$ cat config.mk
export PLATFORM = sky130hd
export DESIGN_NAME = spi_reg_bank_flat
export DESIGN_NICKNAME = d
export VERILOG_FILES = /design/src/rtl/spi_reg_pkg.sv /design/src/rtl/spi_reg_bank_if.sv /design/src/rtl/spi_sync_edge.sv /design/src/rtl/spi_reg_bank.sv /design/src/flat_wrapper.sv
export SDC_FILE = /design/constraint.sdc
export NUM_CORES = 1
export LEC_CHECK = 0
export CORE_ASPECT_RATIO = 1.5
export CORE_MARGIN = 5
export CORE_UTILIZATION = 46
export DETAILED_ROUTE_END_ITERATION = 8
export DONT_BUFFER_PORTS = 1
export PLACE_DENSITY_LB_ADDON = 0.1
export REMOVE_ABC_BUFFERS = 1
export SYNTH_ARGS = -nofsm -noshare
export SYNTH_HDL_FRONTEND = slang
export SYNTH_SLANG_ARGS = --single-unit
export TNS_END_PERCENT = 100
$ cat constraint.sdc
create_clock -name clk -period 2.5 [get_ports clk]
set_clock_uncertainty 0.2 [all_clocks]
set_input_delay 0 -clock clk [delete_from_list [all_inputs] [get_ports clk]]
set_output_delay 0 -clock clk [all_outputs]
set_load 0.02 [all_outputs]
$ cat src/rtl/spi_reg_pkg.sv
// Shared types and elaboration helpers for the SPI register bank.
package spi_reg_pkg;

    typedef enum logic [1:0] {
        IDLE,
        ADDR,
        DATA,
        COMMIT
    } state_t;

    localparam int DEF_BASE_ADDR = 'h10;
    localparam int DEF_SRST_ADDR = 'h0B;

    function automatic int frame_w(input int addr_w, input int reg_w);
        return addr_w + 2 * reg_w;
    endfunction

    function automatic int clog2(input int v);
        int r;
        r = 0;
        while ((1 << r) < v) r++;
        return r;
    endfunction

endpackage

$ cat src/rtl/spi_reg_bank_if.sv
// SPI pin bundle between the MCU-side master and the register bank.
interface spi_reg_bank_if ();
    logic sclk;
    logic cs_n;
    logic mosi;
    logic miso;

    modport master (output sclk, output cs_n, output mosi, input miso);
    modport slave  (input sclk, input cs_n, input mosi, output miso);
endinterface

$ cat src/rtl/spi_sync_edge.sv
// Two-flop synchroniser plus history flop; rise/fall pulses compare the
// second sync stage against the history flop.
module spi_sync_edge (
    input  logic clk,
    input  logic rst,
    input  logic raw,
    output logic level,
    output logic rise,
    output logic fall
);
    logic s1;
    logic s2;
    logic hist;

    always_ff @(posedge clk) begin
        if (rst) begin
            s1   <= 1'b0;
            s2   <= 1'b0;
            hist <= 1'b0;
        end else begin
            s1   <= raw;
            s2   <= s1;
            hist <= s2;
        end
    end

    assign level = s2;
    assign rise  = s2 & ~hist;
    assign fall  = ~s2 & hist;
endmodule

$ cat src/rtl/spi_reg_bank.sv
// SPI-controlled register bank in the system clock domain: oversampled SPI
// slave with set/clear/toggle, one-hot and soft-reset commits plus readback.
//   state  | meaning
//   IDLE   | waiting for cs_n fall
//   ADDR   | shifting address bits, miso held high
//   DATA   | shifting clr/set bits, readback shifter on miso
//   COMMIT | one clk to apply or reject the frame
module spi_reg_bank
    import spi_reg_pkg::*;
#(
    parameter int                    NREG        = 8,
    parameter int                    REG_W       = 8,
    parameter int                    ADDR_W      = 8,
    parameter int                    BASE_ADDR   = DEF_BASE_ADDR,
    parameter int                    SRST_ADDR   = DEF_SRST_ADDR,
    parameter logic [NREG-1:0]       ONEHOT_MASK = '0,
    parameter logic [NREG*REG_W-1:0] RESET_VAL   = '0
) (
    input  logic                  clk,
    input  logic                  rst,
    spi_reg_bank_if.slave         spi,
    output logic [NREG*REG_W-1:0] regs,
    output logic [NREG-1:0]       wr_strobe,
    output logic                  srst_strobe,
    output logic                  frame_err
);
    localparam int FRAME_W = frame_w(ADDR_W, REG_W);
    localparam int SH_W    = 2 * REG_W;
    localparam int CNT_W   = clog2(FRAME_W + 2);
    localparam int IDX_W   = (NREG > 1) ? clog2(NREG) : 1;

    logic sclk_lvl, sclk_rise, sclk_fall;
    logic cs_lvl, cs_rise, cs_fall;
    logic mosi_lvl, mosi_rise, mosi_fall;
    logic unused_sync;

    state_t             state_q, state_d;
    logic [CNT_W-1:0]   bitcnt;
    logic [ADDR_W-1:0]  addr_q, addr_next;
    logic [ADDR_W:0]    addr_ext;
    logic [SH_W-1:0]    data_sh, rd_sh, rd_img;
    logic [REG_W-1:0]   reg_q [NREG];
    logic [REG_W-1:0]   clr_f, set_f, tog_f, cur_val, oh_val, new_val;
    logic [IDX_W-1:0]   wr_idx;
    logic               wr_hit;
    logic cnt_clr, cnt_inc, addr_shift, data_shift, rd_load, rd_shift, commit, err;

    spi_sync_edge u_sync_sclk (.clk(clk), .rst(rst), .raw(spi.sclk),
                               .level(sclk_lvl), .rise(sclk_rise), .fall(sclk_fall));
    spi_sync_edge u_sync_cs   (.clk(clk), .rst(rst), .raw(spi.cs_n),
                               .level(cs_lvl), .rise(cs_rise), .fall(cs_fall));
    spi_sync_edge u_sync_mosi (.clk(clk), .rst(rst), .raw(spi.mosi),
                               .level(mosi_lvl), .rise(mosi_rise), .fall(mosi_fall));

    assign unused_sync = &{1'b0, sclk_lvl, cs_lvl, mosi_rise, mosi_fall, addr_ext[ADDR_W]};

    function automatic logic in_range(input logic [ADDR_W-1:0] a);
        return (int'(a) >= BASE_ADDR) && (int'(a) < BASE_ADDR + NREG);
    endfunction

    function automatic logic [IDX_W-1:0] idx_of(input logic [ADDR_W-1:0] a);
        int d;
        d = int'(a) - BASE_ADDR;
        return d[IDX_W-1:0];
    endfunction

    assign addr_ext  = {addr_q, mosi_lvl};
    assign addr_next = addr_ext[ADDR_W-1:0];

    always_ff @(posedge clk) begin
        if (rst) state_q <= IDLE;
        else     state_q <= state_d;
    end

    // cs_n rise is tested before any SCLK edge so a coincident edge is dropped.
    always_comb begin
        state_d    = state_q;
        cnt_clr    = 1'b0;
        cnt_inc    = 1'b0;
        addr_shift = 1'b0;
        data_shift = 1'b0;
        rd_load    = 1'b0;
        rd_shift   = 1'b0;
        commit     = 1'b0;
        err        = 1'b0;
        case (state_q)
            IDLE: begin
                if (cs_fall) begin
                    state_d = ADDR;
                    cnt_clr = 1'b1;
                end
            end
            ADDR: begin
                if (cs_rise) begin
                    state_d = IDLE;
                    err     = (bitcnt != '0);
                end else if (sclk_rise) begin
                    addr_shift = 1'b1;
                    cnt_inc    = 1'b1;
                    if (int'(bitcnt) == ADDR_W - 1) begin
                        rd_load = 1'b1;
                        state_d = DATA;
                    end
                end
            end
            DATA: begin
                if (cs_rise) begin
                    state_d = COMMIT;
                end else begin
                    if (sclk_rise) begin
                        data_shift = 1'b1;
                        cnt_inc    = 1'b1;
                    end
                    // The fall right after the last address bit keeps the MSB for the next rise.
                    if (sclk_fall && int'(bitcnt) > ADDR_W) rd_shift = 1'b1;
                end
            end
            COMMIT: begin
                state_d = IDLE;
                if (int'(bitcnt) == FRAME_W) commit = 1'b1;
                else if (bitcnt != '0)       err    = 1'b1;
            end
            default: state_d = IDLE;
        endcase
    end

    always_comb begin
        rd_img = '1;
        if (in_range(addr_next)) rd_img = {reg_q[idx_of(addr_next)], {REG_W{1'b0}}};
    end

    always_ff @(posedge clk) begin
        if (rst) begin
            bitcnt  <= '0;
            addr_q  <= '0;
            data_sh <= '0;
            rd_sh   <= '0;
        end else begin
            if (cnt_clr)
                bitcnt <= '0;
            else if (cnt_inc && int'(bitcnt) != FRAME_W + 1)
                bitcnt <= bitcnt + CNT_W'(1);
            if (addr_shift) addr_q  <= addr_next;
            if (data_shift) data_sh <= {data_sh[SH_W-2:0], mosi_lvl};
            if (rd_load)       rd_sh <= rd_img;
            else if (rd_shift) rd_sh <= {rd_sh[SH_W-2:0], 1'b0};
        end
    end

    // Bits with clr and set both high toggle; the rest follow set-then-clear.
    always_comb begin
        clr_f   = data_sh[SH_W-1:REG_W];
        set_f   = data_sh[REG_W-1:0];
        tog_f   = clr_f & set_f;
        wr_idx  = idx_of(addr_q);
        wr_hit  = in_range(addr_q);
        cur_val = wr_hit ? reg_q[wr_idx] : '0;
        oh_val  = '0;
        for (int b = 0; b < REG_W; b++)
            oh_val[b] = (int'(set_f) == b + 1);
        new_val = ONEHOT_MASK[wr_idx] ? oh_val
                : ((((cur_val & ~clr_f) | set_f) & ~tog_f) | (~cur_val & tog_f));
    end

    always_ff @(posedge clk) begin
        if (rst) begin
            for (int i = 0; i < NREG; i++) reg_q[i] <= RESET_VAL[i*REG_W +: REG_W];
            wr_strobe   <= '0;
            srst_strobe <= 1'b0;
            frame_err   <= 1'b0;
        end else begin
            wr_strobe   <= '0;
            srst_strobe <= 1'b0;
            frame_err   <= err;
            if (commit) begin
                if (wr_hit) begin
                    reg_q[wr_idx]     <= new_val;
                    wr_strobe[wr_idx] <= 1'b1;
                end else if (int'(addr_q) == SRST_ADDR) begin
                    for (int i = 0; i < NREG; i++) reg_q[i] <= RESET_VAL[i*REG_W +: REG_W];
                    srst_strobe <= 1'b1;
                end
            end
        end
    end

    always_comb begin
        regs = '0;
        for (int i = 0; i < NREG; i++) regs[i*REG_W +: REG_W] = reg_q[i];
    end

    always_comb begin
        case (state_q)
            ADDR:    spi.miso = 1'b1;
            DATA:    spi.miso = rd_sh[SH_W-1];
            default: spi.miso = 1'b0;
        endcase
    end
endmodule

$ cat src/flat_wrapper.sv
// flat-port wrapper written by rule: the top's interface ports become plain ports
module spi_reg_bank_flat import spi_reg_pkg::*;
#(
    parameter int                    NREG        = 8,
    parameter int                    REG_W       = 8,
    parameter int                    ADDR_W      = 8,
    parameter int                    BASE_ADDR   = DEF_BASE_ADDR,
    parameter int                    SRST_ADDR   = DEF_SRST_ADDR,
    parameter logic [NREG-1:0]       ONEHOT_MASK = '0,
    parameter logic [NREG*REG_W-1:0] RESET_VAL   = '0
)
  (clk, rst, regs, wr_strobe, srst_strobe, frame_err, spi_sclk, spi_cs_n, spi_mosi, spi_miso);
  spi_reg_bank_if spi_i ();
  input  logic clk;
  input  logic rst;
  output logic [NREG*REG_W-1:0] regs;
  output logic [NREG-1:0] wr_strobe;
  output logic srst_strobe;
  output logic frame_err;
  input wire logic [$bits(spi_i.sclk)-1:0] spi_sclk;
  input wire logic [$bits(spi_i.cs_n)-1:0] spi_cs_n;
  input wire logic [$bits(spi_i.mosi)-1:0] spi_mosi;
  output wire logic [$bits(spi_i.miso)-1:0] spi_miso;
  assign spi_i.sclk = spi_sclk;
  assign spi_i.cs_n = spi_cs_n;
  assign spi_i.mosi = spi_mosi;
  assign spi_miso = spi_i.miso;
  spi_reg_bank #(.NREG(NREG), .REG_W(REG_W), .ADDR_W(ADDR_W), .BASE_ADDR(BASE_ADDR), .SRST_ADDR(SRST_ADDR), .ONEHOT_MASK(ONEHOT_MASK), .RESET_VAL(RESET_VAL)) u_core (.clk(clk), .rst(rst), .spi(spi_i), .regs(regs), .wr_strobe(wr_strobe), .srst_strobe(srst_strobe), .frame_err(frame_err));
endmodule
==> metrics.md <==
| Metric | Value |
|---|---|
| GR peak layer | met2 |
| Synth Instances | roughly 580 |
| PortBufs | 0 |
| Worst EP required | 2430 ps |
| Total number of vias | approximately 4,700 |
| Asr flop ratio synth | 0% |
| #FFs+latches synth | 132 |
| Average size of a mapped cell | between 10 and 15 µm² |
| CTS max path bufs | 2 |
| Pwr/cell area | about 700 nW/µm² |
| RSZ-0062 raised after global routing | no |
| Mux share of post-synthesis cell area | about 14% |
| Yosys top cell by area | edfxtp_1 |
| Critical Path Start | u_core.bitcnt[0] |
| Dpl hpwl | between 10 and 15 mm |
| Setup violators final | 0 |
| Vias in the first global route | 4,730 |
| DIE WIDTH | ~100 µm |
| Core Region | between 10,000 and 15,000 µm² |
| Met2 Use GR | a little under two fifths |
| Post-CTS Setup Bufs | 0 |
| Post-synthesis xor/xnor area fraction | less than 1% |
| Synthesis warning total | 0 |
| Sinks on the clock net | ~130 |
| Share of the synthesized area in the top cell type | 30.9% |
| Worst Tran Pin Value | between 600 and 700 ps |
| Hold Crit Class | primary input to register |
| Overall routing resource usage | ~22% |
| Most instantiated cells after synthesis | nor3_1 (71), dfxtp_1 (68), edfxtp_1 (64), nand2_1 (60), nor2_1 (39) |
| Pwr Total | 5.27 mW |
| Reg2reg start | u_core.bitcnt[0] |
| Largest net degree at the start of global routing | 52 |
| Initial Util | a little under half |
| Residual DRC count | 0 |
| Clk root buf | clkbuf_16 |
| CP Launch Type | register |
| Crit end category | register |
| GP Congestion | a little under 0.9 |
| I/O pin count | 80 |
| Post-synth EDFFs | 64 |
| Primary FF master, synth | dfxtp_1 |
| Synth area leaders | edfxtp_1 (31%), dfxtp_1 (22%), mux4_2 (5.8%), nor3_1 (5.7%), mux2i_1 (5.2%) |
| Top-count cell post-synth | nor3_1 |
| Vias per inst | 6.02 |
| Worst reg-to-reg setup slack | between 100 and 150 ps |
| Clock Latency Late Sink | about 420 ps |
| Fin. Hold Viols | 0 |
| Compound-Gate Fraction of Synth Area | under 10% |
| Post-route ant nets | 0 |
| First-pass GRT wire length | 27.4 mm |
| Max frequency | around 420 MHz |
| Post-synthesis simple-gate area fraction | between 10% and 20% |
| Final period demand of the worst path | between 2000 and 2500 ps |
| Num rows | 52 |
| R2R depth | 8 |
| Total grt overflow | 0 |
| Largest family of logic cells by synthesized area | simple AND/OR/NAND/NOR gates |
| Met3 global-route usage | 5.68% |
| Clock slew at reported path FFs | 60 ps |
| Drt total wl | between 15 and 20 mm |
| Area taken by multi-input logic gates | approximately 2600 µm² |
| CP arrival | around 2300 ps |
| H-tree depth | 4 |
| ANT cells | 0 |
| CP endpoint | u_core.reg_q[1][6] |
| Crit Path Category | register to register |
| Reg area | 3280 µm² |
| Grt met1 use | between 20% and 30% |
| Maximum VDD drop | roughly 0.55 mV |
| Status | completed |
| Max-slew headroom | between 50 and 60% |
| Max FO, Critical Path | 8 |
| Area grow syn2layout | 17.9% |
| R2r endpoint | u_core.reg_q[1][6] |
| LEAKAGE | 2.59 nW |
| Period utilization | between 90 and 100% |
| Num CTS Buffers | 17 |
| Unique cell type count in the Yosys netlist | 53 |
| Initial DRC count | around 340 |
| DR pass1 iterations | 4 |
| Layout filler cell count | 1,152 |
| Antenna violations before repair | 0 |
| Finished Layout Cells | 787 |
| Slew Viols, Final | 0 |
| Max Cap Violations | 0 |
| CTS tree | done |
| Cell Area, Synth | ~6200 µm² |
| Chip height | roughly 150 µm |
| Adder-cell share of the synthesized area | under 10% |
| DIE AREA | between 15,000 and 20,000 µm² |
| Dpl cells | 750 |
| Sequential share of the synthesized area | between 50% and 60% |
| NumNets Final | about 620 |
| Proportion of layout cells with a drive suffix above 1 | between 20% and 30% |
| DR WL/cell | about 23 µm |
==> cell families (layout without fill, tap and decap cells) <==
kind of cell | after synthesis | after routing
xor gates and xnor gates | 2 | 2
buffers and inverters | 61 | 111
DFF | 132 | 132
AOI/OAI and AO/OA | 72 | 72
adders and majority gates | 7 | 7
and+or+nand+nor | 237 | 237
muxes | 64 | 64
==> layout make-up <==
class / count / share of cell area [%]
flip-flops and latches: 132 / 44.9
multi-input cells: 382 / 36.1
well taps: 162 / 2.77
clock buffers: 19 / 6.20
repair buffers: 56 / 6.56
inverters: 23 / 1.18
clock inverters: 13 / 2.36
==> layer usage <==
layer  routed length [µm]  part of all wire [%]  vias to the layer above
met4                  514                   2.9                        0
met5                    0                     0                        -
li1                     -                     -                     2158
met3                 1070                   6.0                       35
met1                 6920                    39                     2375
met2                 9390                    52                      171
==> repair_timing <==
action	4_1_cts	5_1_grt
hold buffers	5	0
resized for setup	1	3
cloned	0	0
setup endpoints to repair	8	67
endpoints found under the hold margin	151	0
==> worst max-delay path, cell delays in order, from the launching register on <==
cell     delay, ps
dfxtp_1        310
inv_1           90
ha_1           170
nor2b_2        190
nand4_1        140
or4_1          530
nor2b_4        190
nand2_1        110
buf_4          160
==> power breakdown <==
| part | total [mW] | switching (mW) | leakage, nW | internal, mW |
|---|---|---|---|---|
| clock network | 2.63 | 0.990 | 0.292 | 1.64 |
| logic | 0.234 | 0.132 | 1.09 | 0.102 |
| registers | 2.41 | 0.0952 | 1.21 | 2.31 |
| total | 5.27 | 1.22 | 2.59 | 4.05 |
==> cells in the final DEF, fill, tap and decap left out, drive strengths merged, types with 7 or more instances in the layout <==
cell type	count
nand2	60
mux2i	32
edfxtp	64
dfxtp	68
mux4	16
ha	7
inv	25
o22ai	8
o21ai	10
nand2b	12
buf	52
nand3	13
a21oi	31
clkbuf	19
nor2b	14
nor3	74
a22o	7
and2	7
o32ai	8
nor2	39
mux2	16
==> registers in the layout, indices dropped and copies added, names as in the netlist, named ones only <==
name / flops
u_core.u_sync_mosi.level: 1
u_core.bitcnt: 5
u_core.u_sync_mosi.s1: 1
u_core.u_sync_cs.s1: 1
u_core.state_q: 1
u_core.srst_strobe: 1
u_core.reg_q: 64
u_core.u_sync_cs.hist: 1
u_core.u_sync_sclk.hist: 1
u_core.data_sh: 16
u_core.u_sync_cs.level: 1
u_core.frame_err: 1
u_core.rd_sh: 16
u_core.u_sync_sclk.level: 1
u_core.addr_q: 8
u_core.u_sync_sclk.s1: 1
u_core.wr_strobe: 8
==> worst min-delay path by stage <==
stage	startpoint	endpoint	slack (ps)	depth (start not counted)
finish	spi_sclk	u_core.u_sync_sclk.s1	50	2
global route	spi_mosi	u_core.u_sync_mosi.s1	40	2
CTS	spi_sclk	u_core.u_sync_sclk.s1	30	2
detailed placement	rst	u_core.u_sync_mosi.level	-110	1
global placement	rst	u_core.u_sync_mosi.s1	-110	1
floorplan	rst	u_core.u_sync_cs.hist	-130	1
==> through the flow <==
step | setup TNS, ps | worst slack (ps) | hold slack [ps] | utilization, % | area (µm²)
floorplan | -5720 | -91.7 | -133 | - | 5990
global placement | 0 | 49.1 | -109 | 49.4 | 6620
detailed placement | -166 | -21.1 | -107 | 49.4 | 6620
CTS | 0 | 35.6 | 32.9 | 54.5 | 7310
global route | 0 | 0.319 | 43.5 | 54.6 | 7320
finish | 0 | 126 | 45.6 | 54.6 | 7320
(Power assumes the default switching activity.)
